`config.mk`:
```
export PLATFORM = sky130hd
export DESIGN_NAME = mips32_prefetch_queue
export DESIGN_NICKNAME = d
export VERILOG_FILES = /design/src/rtl/mips32_prefetch_queue.sv
export SDC_FILE = /design/constraint.sdc
export NUM_CORES = 1
export LEC_CHECK = 0
export BUFFER_PORTS_ARGS = -buffer_cell sky130_fd_sc_hd__buf_2
export CAP_MARGIN = 0
export CORE_UTILIZATION = 55
export CTS_CLUSTER_DIAMETER = 100
export DETAILED_ROUTE_END_ITERATION = 8
export PLACE_DENSITY = 0.84
export SLEW_MARGIN = 20
export SYNTH_ARGS = -nofsm -noshare
export SYNTH_HDL_FRONTEND = slang
export SYNTH_SLANG_ARGS = --single-unit
```
`constraint.sdc`:
```
create_clock -name clk1 -period 2.8 [get_ports clk1]
set_input_delay 0.56 -clock clk1 [delete_from_list [all_inputs] [get_ports clk1]]
set_output_delay 0.56 -clock clk1 [all_outputs]
set_load 0.02 [all_outputs]
```
`src/rtl/mips32_prefetch_queue.sv`:
```
//------------------------------------------------------------------------------
// mips32_prefetch_queue : sequential instruction prefetch FIFO ahead of IF;
//                         optional HLT stop via PREFETCH_HLT_STOP_EN.
// Revision: 1.0 - initial release
//------------------------------------------------------------------------------
`default_nettype none

module mips32_prefetch_queue #(
   parameter int DEPTH = 4,
   parameter int AW    = 10,
   parameter int DW    = 32
) (
   input  logic                         clk1,
   input  logic                         rst_n,
   output logic                         mem_req,
   output logic [AW-1:0]                mem_addr,
   input  logic                         mem_gnt,
   input  logic                         mem_rvalid,
   input  logic [DW-1:0]                mem_rdata,
   output logic                         if_valid,
   input  logic                         if_ready,
   output logic [DW-1:0]                if_instr,
   output logic [AW-1:0]                if_pc,
   output logic [AW-1:0]                if_npc,
   input  logic                         redir_valid,
   input  logic [AW-1:0]                redir_pc,
   input  logic                         halt_i,
   output logic [$clog2(DEPTH+1)-1:0]   q_count
);

   localparam int c_PW = (DEPTH > 1) ? $clog2(DEPTH) : 1;
   localparam int c_CW = $clog2(DEPTH+1);

   logic [AW-1:0]   r_fetch_pc;
   logic [AW-1:0]   r_req_pc;
   logic            r_outstanding;
   logic            r_drop;
   logic            r_stopped;
   logic [c_PW-1:0] r_rd_ptr;
   logic [c_PW-1:0] r_wr_ptr;
   logic [c_CW-1:0] r_count;
   logic [DW-1:0]   r_instr_mem [DEPTH];
   logic [AW-1:0]   r_pc_mem    [DEPTH];

   logic [c_CW-1:0] w_occ;
   logic            w_room;
   logic            w_grant;
   logic            w_resp;
   logic            w_push;
   logic            w_pop;
   logic            w_hlt_in;

   // Occupancy counts the in-flight word so a granted response always has a slot.
   assign w_occ  = r_count + c_CW'(r_outstanding);
   assign w_room = (w_occ < c_CW'(DEPTH));

   assign w_resp = mem_rvalid & r_outstanding;
   assign w_push = w_resp & ~r_drop & ~redir_valid & rst_n;
   assign w_pop  = if_valid & if_ready & ~redir_valid;

`ifdef PREFETCH_HLT_STOP_EN
   // An HLT arriving this cycle must also block the request issued alongside it.
   assign w_hlt_in = w_push & (mem_rdata[DW-1:DW-6] == 6'b111111);
`else
   assign w_hlt_in = 1'b0;
`endif

   assign mem_req  = rst_n & ~redir_valid & ~halt_i & ~r_stopped & ~w_hlt_in
                   & w_room & (~r_outstanding | mem_rvalid);
   assign mem_addr = r_fetch_pc;
   assign w_grant  = mem_req & mem_gnt;

   assign if_valid = (r_count != '0);
   assign if_instr = if_valid ? r_instr_mem[r_rd_ptr] : '0;
   assign if_pc    = if_valid ? r_pc_mem[r_rd_ptr] : '0;
   assign if_npc   = if_valid ? (r_pc_mem[r_rd_ptr] + AW'(1)) : '0;
   assign q_count  = r_count;

   always_ff @(posedge clk1) begin
      if (!rst_n) begin
         r_fetch_pc    <= '0;
         r_req_pc      <= '0;
         r_outstanding <= 1'b0;
         r_drop        <= 1'b0;
         r_stopped     <= 1'b0;
         r_rd_ptr      <= '0;
         r_wr_ptr      <= '0;
         r_count       <= '0;
      end else if (redir_valid) begin
         r_count       <= '0;
         r_rd_ptr      <= '0;
         r_wr_ptr      <= '0;
         r_fetch_pc    <= redir_pc;
         r_stopped     <= 1'b0;
         // A response landing in the redirect cycle retires the request now.
         r_outstanding <= r_outstanding & ~mem_rvalid;
         r_drop        <= r_outstanding & ~mem_rvalid;
      end else begin
         if (w_grant) begin
            r_req_pc      <= r_fetch_pc;
            r_fetch_pc    <= r_fetch_pc + AW'(1);
            r_outstanding <= 1'b1;
         end else if (w_resp) begin
            r_outstanding <= 1'b0;
         end
         if (w_resp && r_drop) begin
            r_drop <= 1'b0;
         end
         if (w_hlt_in) begin
            r_stopped <= 1'b1;
         end
         if (w_push) begin
            r_wr_ptr <= r_wr_ptr + c_PW'(1);
         end
         if (w_pop) begin
            r_rd_ptr <= r_rd_ptr + c_PW'(1);
         end
         if (w_push && !w_pop) begin
            r_count <= r_count + c_CW'(1);
         end else if (!w_push && w_pop) begin
            r_count <= r_count - c_CW'(1);
         end
      end
   end

   always_ff @(posedge clk1) begin
      if (w_push) begin
         r_instr_mem[r_wr_ptr] <= mem_rdata;
         r_pc_mem[r_wr_ptr]    <= r_req_pc;
      end
   end

endmodule

`default_nettype wire
```
# After elaboration in Yosys (flattened, before gate mapping)
# Memories as Yosys holds them, arrays and structs flattened. A register that Yosys moved wholly into a read port is not among the register bits.
# Index checks and enable logic that the tools add are counted.
[totals]
mem_bits_rw = 168
register_bits = 29
word_cells = 66
inputBits = 49
memories = 2
output_inout_bits = 67
[op_classes]
n_lt_le_gt_ge = 1
reduce_logical = 12
add_sub_neg = 7
bitwise_logic = 19
mux = 18
[memory_table]
columns = ["name", "depth", "word_bits", "read_ports", "rd_ports_with_merged_regs", "wr", "line_no", "source"]
rows = [
  ["r_instr_mem", 4, 32, 1, 1, 1, "42", "logic [DW-1:0] r_instr_mem [DEPTH];"],
  ["r_pc_mem", 4, 10, 1, 1, 1, "43", "logic [AW-1:0] r_pc_mem [DEPTH];"],
]
[ops]
columns = ["cell", "count"]
rows = [
  ["$mux 10", 4],
  ["$mux 32", 1],
  ["$add 10x1->10 const B", 2],
  ["$and 1x1->1", 12],
  ["$mux 2", 4],
  ["$mux 1", 7],
  ["$mux 3", 2],
  ["$not 1->1", 6],
  ["$reduce_bool 2->1", 3],
  ["$reduce_bool 3->1", 2],
  ["$add 2x1->2 const B", 2],
  ["$add 3x1->3", 1],
  ["$add 3x1->3 const B", 1],
  ["$logic_and 1x1->1", 3],
  ["$lt 3x3->1 const B", 1],
  ["$sub 3x1->3 const B", 1],
  ["$logic_not 1->1", 2],
  ["$reduce_and 2->1", 1],
  ["$reduce_or 2->1", 1],
  ["$or 1x1->1", 1],
]

# Longest topological paths before layout
# Gate-level depths: netlist (run 1).
[logic_depth]
word_depth = 8
mapped_depth = 10

# Worst setup path before layout (run 1)
# Ideal clock, no wire load.
[synth_timing]
path_type = "input -> register"
from = "in redir_valid"
to = "mem r_instr_mem[1][0], enable pin"
setup_ps = 403
setup_slack_ps = 181
path_buffers = 1
arrival_time_ps = 2216
cell_stages = 4
cell_sequence = "nand2b_1 > buf_6 > nor3_1 > and2_1"
[synth_between]
elab_chain_len = 5
[synth_rtl]
columns = ["element", "line_no", "source"]
rows = [
  ["start, declared", "25", "input logic redir_valid,"],
  ["$not 1->1 (no line)", "n/a", ""],
  ["$and 1x1->1 (2 in a row)", "58", "assign w_push = w_resp & ~r_drop & ~redir_valid & rst_n;"],
  ["via w_push", "49", "logic w_push;"],
  ["$mux 1", "127", "if (w_push) begin"],
  ["$mux 1 (implied by the code)", "128", "r_instr_mem[r_wr_ptr] <= mem_rdata;"],
  ["end, declared", "42", ""],
]
# The timed path passes the listed nets, and every way through them passes these cells.

==> metrics.md, run 1 <==
| Metric | Value |
|---|---|
| Rel. slew slack | 0.534 |
| Fmax | 345 MHz |
| Area Overhead vs Synth | 21.2% |
| Leak | 3.48 nW |
| Failing checks | setup timing |
| Clock slew at reported path FFs | 0.07 ns |
| Slew @ Worst Pin | 0.696 ns |
| Critical Path Source Type | flip-flop |
| Die area | 15100 um2 |
| Run status | complete, but fails checks |
| Max IR drop VDD | 387 uV |
| Initial DRC Count | 353 |
| Core Box Area | 14000 um2 |
| FF+latch count, synth | 199 |
| Final hold slack | 0.343 ns |
| Total Power | 5.97 mW |
| Total GRT Usage | 0.226 |
| Crit path capture type | output pin |
| Dpl ws | 0.210 ns |
| Worst Path Arrival | 2.34 ns |
| IO buf count | 115 |
| Distinct cell type count after synthesis | 45 |
| Syn_nets | 539 |
| Final setup fails | 4 |
| Hold Fails Final Rpt | 0 |
| Global route overflow | 0 |
| Clock Path Buffers | 2 |
| TritonCTS Sinks | 199 |
| Power Density | 614 nW/um2 |
| Die span in y | 123 um |
| Initial Utilization | 0.572 |
| Final nets | 687 |
| Synth warn | 0 |
| Crit share post-route | 1.03 |
| Top Ports | 116 |
| Die width | 123 um |
| Post-synth EDFFs | 168 |
| Average size of a mapped cell | 16.7 um2 |
| H-tree levels | 4 |
| Pin count of the biggest net entering global routing | 42 |
| Number of max-cap violations | 0 |
| Number of global-route vias before repair | 4813 |
| Crit path time final | 2.90 ns |
| Placement Cell Area | 8890 um2 |
| Clock Tree Root | clkbuf_16 |
| Initial antenna violation count | 0 |
| CP required | 2.24 ns |
| Mapped cell area | 8030 um2 |
| DRC Markers | 0 |
| Synth Flop Type | edfxtp_1 |
| Layout cells sized above 1 | 0.379 |
| Final WL | 16100 um |
| Asr flop ratio synth | 0 |
| Clk_skew | 0.00591 ns |
| Setup ws final | -0.0960 ns |
| WL per Instance | 19.6 um |
| First-pass GRT wire length | 24700 um |
| Yosys top cell area share | 0.628 |
| Top cells by area, synth | edfxtp_1 (63%), mux4_2 (11%), dfxtp_1 (7.7%) |
| RSZ-0062 raised after global routing | true |
| Clk_lat worst skew | 0.43 ns |
| Vias per cell | 5.68 |
| Critical Setup Path Class | flip-flop to output pin |
| Final Slew Violations | 0 |
| Area leader, netlist | edfxtp_1 |
| Post-synthesis sequential area ratio | 0.706 |
| Rows | 43 |
| Router iterations before antenna repair | 4 |
| Cts bufs inserted | 17 |
| Post-DRT Antenna Nets | 0 |
| Cell count after synthesis | 482 |
| Final instance area | 9730 um2 |
| TritonCTS clock tree | built |
| Hold Crit Class | input pin to flip-flop |
| ANT cells | 0 |
| Worst-path maximum fanout | 6 |
| Hpwl dp | 10300 um |
| Via Count | 4673 |
| GP Congestion | 0.863 |
timing repair:
action | 4_1_cts | 5_1_grt
setup buffers | 7 | 8
gates cloned | 0 | 0
hold endpoints to repair | 0 | 0
resized for setup | 15 | 19
pin swaps | 3 | 7
hold buffers | 0 | 0
setup endpoints to repair | 24 | 7
cells in the mapped netlist, drive strengths merged, types with 3 or more instances:
cell    instances
nand3          10
o22ai           5
edfxtp        168
inv            12
o21ai           5
a31oi           3
a21oi          19
buf            12
clkbuf          9
mux4           42
and2           45
nor3            7
a22oi           3
nand2          40
xnor2           8
dfxtp          31
or3             3
xor2            5
nor2           25
and3            3
ha              7
cell usage in the layout, fill, tap and decap left out, types with 4 or more instances in the layout:
cell type  count
and2_1        41
xor2_1         5
inv_1         10
clkinv_1       4
dfxtp_1       29
o21ai_0        5
buf_2        110
nand2_1       39
bufinv_16      5
buf_4         35
o22ai_1        5
nor2_1        25
nor3_1         4
ha_1           6
nand3_1        6
edfxtp_1     168
and2_2         4
a21oi_1       18
xnor2_1        7
clkbuf_16     17
mux4_2        42
buf_6          5
final cells by class:
type | instances | area [um2]
clock buffer | 17 | 425
clock inverter | 14 | 206
fill | 880 | 4310
inverter | 13 | 48.8
multi-input combinational | 249 | 2280
sequential | 199 | 5670
tap | 180 | 225
timing repair buffer | 150 | 870
worst max-delay path, stage by stage, from the launching register on:
cell	delay [ns]
dfxtp_4	0.38
buf_4	0.12
mux4_2	0.54
ha_4	0.20
inv_2	0.09
nor3_2	0.07
xnor2_1	0.23
nor2_1	0.09
buf_2	0.17
power by group:
| group | total (mW) | internal (mW) | switching, mW |
|---|---|---|---|
| registers | 3.23 | 3.21 | 0.0185 |
| logic | 0.162 | 0.0654 | 0.0967 |
| clock network | 2.59 | 1.57 | 1.01 |
cell families after synthesis:
group / Yosys count / synth area share
DFF: 199 / 0.706
and+or+nand+nor: 140 / 0.0907
AOI/OAI and AO/OA: 44 / 0.0337
muxes: 44 / 0.122
buffers and inverters: 34 / 0.0201
xor gates and xnor gates: 13 / 0.0142
adders and majority gates: 8 / 0.0134
flip-flops by register name, indices dropped and copies added, names as in the netlist, named ones only:
| register | count |
|---|---|
| mem_addr | 10 |
| q_count | 3 |
| r_drop | 1 |
| r_instr_mem | 128 |
| r_outstanding | 1 |
| r_pc_mem | 40 |
| r_rd_ptr | 2 |
| r_req_pc | 10 |
| r_wr_ptr | 2 |
routing by layer:
metal / vias up / global-route usage / routed length [um]
li1: 2130 / - / -
met1: 2325 / 0.280 / 6390
met2: 184 / 0.384 / 8450
met3: 34 / 0.0446 / 938
met4: 0 / 0.101 / 313
met5: - / 0 / 0
path summary, 6_finish.rpt:
path / start / to / slack, ns / cells past startpoint
max: flip-flop / if_npc[6] / -0.1 / 8
min: mem_rdata[23] / r_instr_mem[3][23] / 0.34 / 1
max reg2reg: q_count[0] / q_count[2] / 0.43 / 10
min reg2reg: r_req_pc[8] / r_req_pc[8] / 0.50 / 2
stage by stage:
stage	TNS [ns]	cells	utilization
finish	-0.191	822	0.693
global route	-0.581	822	0.693
CTS	-0.00245	815	0.683
detailed placement	0	778	0.633
global placement	0	778	0.633
floorplan	0	482	-
No activity file was read; power rests on OpenSTA's default activity.
==> run 2, diff against run 1 <==
--- a/config.mk
+++ b/config.mk
@@ -11,6 +11,7 @@
 export CTS_CLUSTER_DIAMETER = 100
 export DETAILED_ROUTE_END_ITERATION = 8
 export PLACE_DENSITY = 0.84
+export RECOVER_POWER = 100
 export SLEW_MARGIN = 20
 export SYNTH_ARGS = -nofsm -noshare
 export SYNTH_HDL_FRONTEND = slang
==> run 2 against run 1 <==
  * The run still ends with setup timing left
  * First-iteration DRC count rose by 11%
  * Sequential share of layout area rose by 0.61 points
  * Clock-buffer cell count did not move
  * Clock power barely moved
  * Sequential cell count is the same
  * Register-to-register slack about the same
  * Final area is 1.0% lower
  * Non-clock buffer count is the same
  * Critical path depth unchanged
  * Clock skew about the same
  * Largest cell class unchanged
==> metrics.md, run 2 (same netlist as run 1, synthesis figures left out) <==
| Metric | Value |
|---|---|
| Core Box Area | 14000 um2 |
| Most common cell after layout, fill and taps aside | edfxtp_1 |
| Clock slew at reported path FFs | 0.07 ns |
| TNS Setup | -0.203 ns |
| Net Sw Frac | 0.189 |
| End of the worst register-to-register path | q_count[2] |
| Top Ports | 116 |
| Critical Path Source Type | flip-flop |
| Total GRT Usage | 0.226 |
| Setup ws final | -0.0953 ns |
| RSZ-0062 raised after global routing | true |
| Dpl ws | 0.210 ns |
| Clk_skew | 0.00586 ns |
| Biggest regs | r_instr_mem: 128 flops, r_pc_mem: 40 flops |
| Clk_lat worst skew | 0.43 ns |
| Worst Hold Launch | mem_rdata[0] |
| Clock Power Share | 0.434 |
| Leak | 3.32 nW |
| Via Count | 4707 |
| WL per Instance | 19.6 um |
| Beginning of the worst register-to-register path | q_count[0] |
| Final setup fails | 4 |
| First-pass GRT wire length | 24700 um |
| Power Density | 620 nW/um2 |
| Hold Crit Class | input pin to flip-flop |
| Crit share post-route | 1.03 |
| Crit-path cells | buf_4 -> mux4_2 -> ha_4 -> inv_2 -> nor3_2 -> xnor2_1 -> nor2_1 -> buf_2 |
| Worst path max stage delay | 0.54 ns |
| Slew @ Worst Pin | 1.09 ns |
| Worst Path Arrival | 2.34 ns |
| Core Util, Final | 0.686 |
| CTS Hold Buffers Added | 0 |
| Reg2reg path depth | 10 |
| CP required | 2.24 ns |
| Pin count of the biggest net entering global routing | 42 |
| Area Overhead vs Synth | 19.9% |
| Final WL | 16100 um |
| Die width | 123 um |
| Rel. slew slack | 0.271 |
| Max reg flops | 128 |
| Crit path capture type | output pin |
| Seq pwr share | 0.541 |
| Clock Tree Root | clkbuf_16 |
| Commonest non-fill, non-tap cells in the layout | edfxtp_1 (168), buf_2 (64), clkbuf_1 (50), mux4_2 (42), and2_1 (40) |
| Cts bufs inserted | 17 |
| GP Congestion | 0.863 |
| Die span in y | 123 um |
| Post-DRT Antenna Nets | 0 |
| Crit path time final | 2.90 ns |
| R2R Setup Slk | 0.42 ns |
| Clock Path Buffers | 2 |
| Rows | 43 |
| Psw | 1.13 mW |
| Failing checks | setup timing |
| Number of global-route vias before repair | 4813 |
| Slowest stage cell, crit path | mux4_2 |
| Max IR drop VDD | 385 uV |
| Die area | 15100 um2 |
| Global route overflow | 0 |
| Layout cells sized above 1 | 0.299 |
| Power Internal | 4.84 mW |
| Number of max-cap violations | 0 |
| ANT cells | 0 |
| H-tree levels | 4 |
| Hold Path Stages | 1 |
| Fmax | 345 MHz |
| Hold Fails Final Rpt | 0 |
| IO buf count | 115 |
| Reg with most FFs | r_instr_mem |
| TritonCTS Sinks | 199 |
| Initial DRC Count | 392 |
| Router iterations before antenna repair | 4 |
| Worst-path maximum fanout | 6 |
| Critical Setup Path Class | flip-flop to output pin |
| Initial antenna violation count | 0 |
| Combinational power share | 0.025 |
| Hold endpoint | r_instr_mem[2][0] |
| Run status | complete, but fails checks |
| Final nets | 687 |
| Initial Utilization | 0.572 |
| DRC Markers | 0 |
| Final Slew Violations | 0 |
| Vias per cell | 5.73 |
| Hpwl dp | 10300 um |
| TritonCTS clock tree | built |
run 2: power groups by stage:
stage               clock, mW  combinational [mW]  sequential [mW]
floorplan                   0              0.0621             3.30
global placement            0               0.147             3.29
detailed placement          0               0.157             3.29
CTS                      2.61               0.158             3.23
global route             2.73               0.166             3.23
finish                   2.59               0.151             3.23
run 2: area by class of cell:
| class | instances | area, um2 |
|---|---|---|
| Fill cell | 914 | 4410 |
| Clock inverter | 14 | 206 |
| Clock buffer | 17 | 425 |
| Timing Repair Buffer | 150 | 782 |
| Sequential cell | 199 | 5670 |
| Multi-Input combinational cell | 249 | 2270 |
| Inverter | 13 | 48.8 |
| Tap cell | 180 | 225 |
run 2: worst max path at each step:
stage	start	to	slack (ns)
finish	flip-flop	if_npc[6]	-0.1
global route	flip-flop	if_npc[6]	-0.15
CTS	flip-flop	if_npc[6]	-0.002
detailed placement	flip-flop	if_npc[5]	0.21
global placement	flip-flop	if_npc[9]	0.26
floorplan	redir_valid	r_instr_mem[1][0]	0.18
run 2: metal layers:
layer	vias to the layer above	share of wire	GRT usage
met3	37	0.056	0.0446
met1	2344	0.40	0.280
li1	2134	-	-
met4	0	0.021	0.101
met5	-	0	0
met2	192	0.53	0.384
run 2: worst max-delay path: cells and delay by family, from the launching register on:
kind / cells / cell delay [ns]
multiplexers: 1 / 0.54
flip-flops: 1 / 0.38
buffers and inverters: 3 / 0.38
XOR/XNOR: 1 / 0.23
adder cells (fa/ha/maj): 1 / 0.20
AND/OR/NAND/NOR: 2 / 0.16
run 2: stage by stage:
step | hold slack (ns) | cells | total power [mW] | area [um2]
2_1_floorplan | 0.460 | 482 | 3.36 | 8030
3_3_place_gp | 0.474 | 778 | 3.44 | 8890
3_5_place_dp | 0.490 | 778 | 3.45 | 8890
4_1_cts | 0.326 | 815 | 6.00 | 9600
5_1_grt | 0.380 | 822 | 6.12 | 9630
6_report | 0.384 | 822 | 5.97 | 9630
run 2: repair_timing:
action,in CTS,in global routing
resized for setup,15,19
pin swaps,3,7
gates cloned,0,0
setup buffers,7,8
endpoints found under the setup margin,24,7
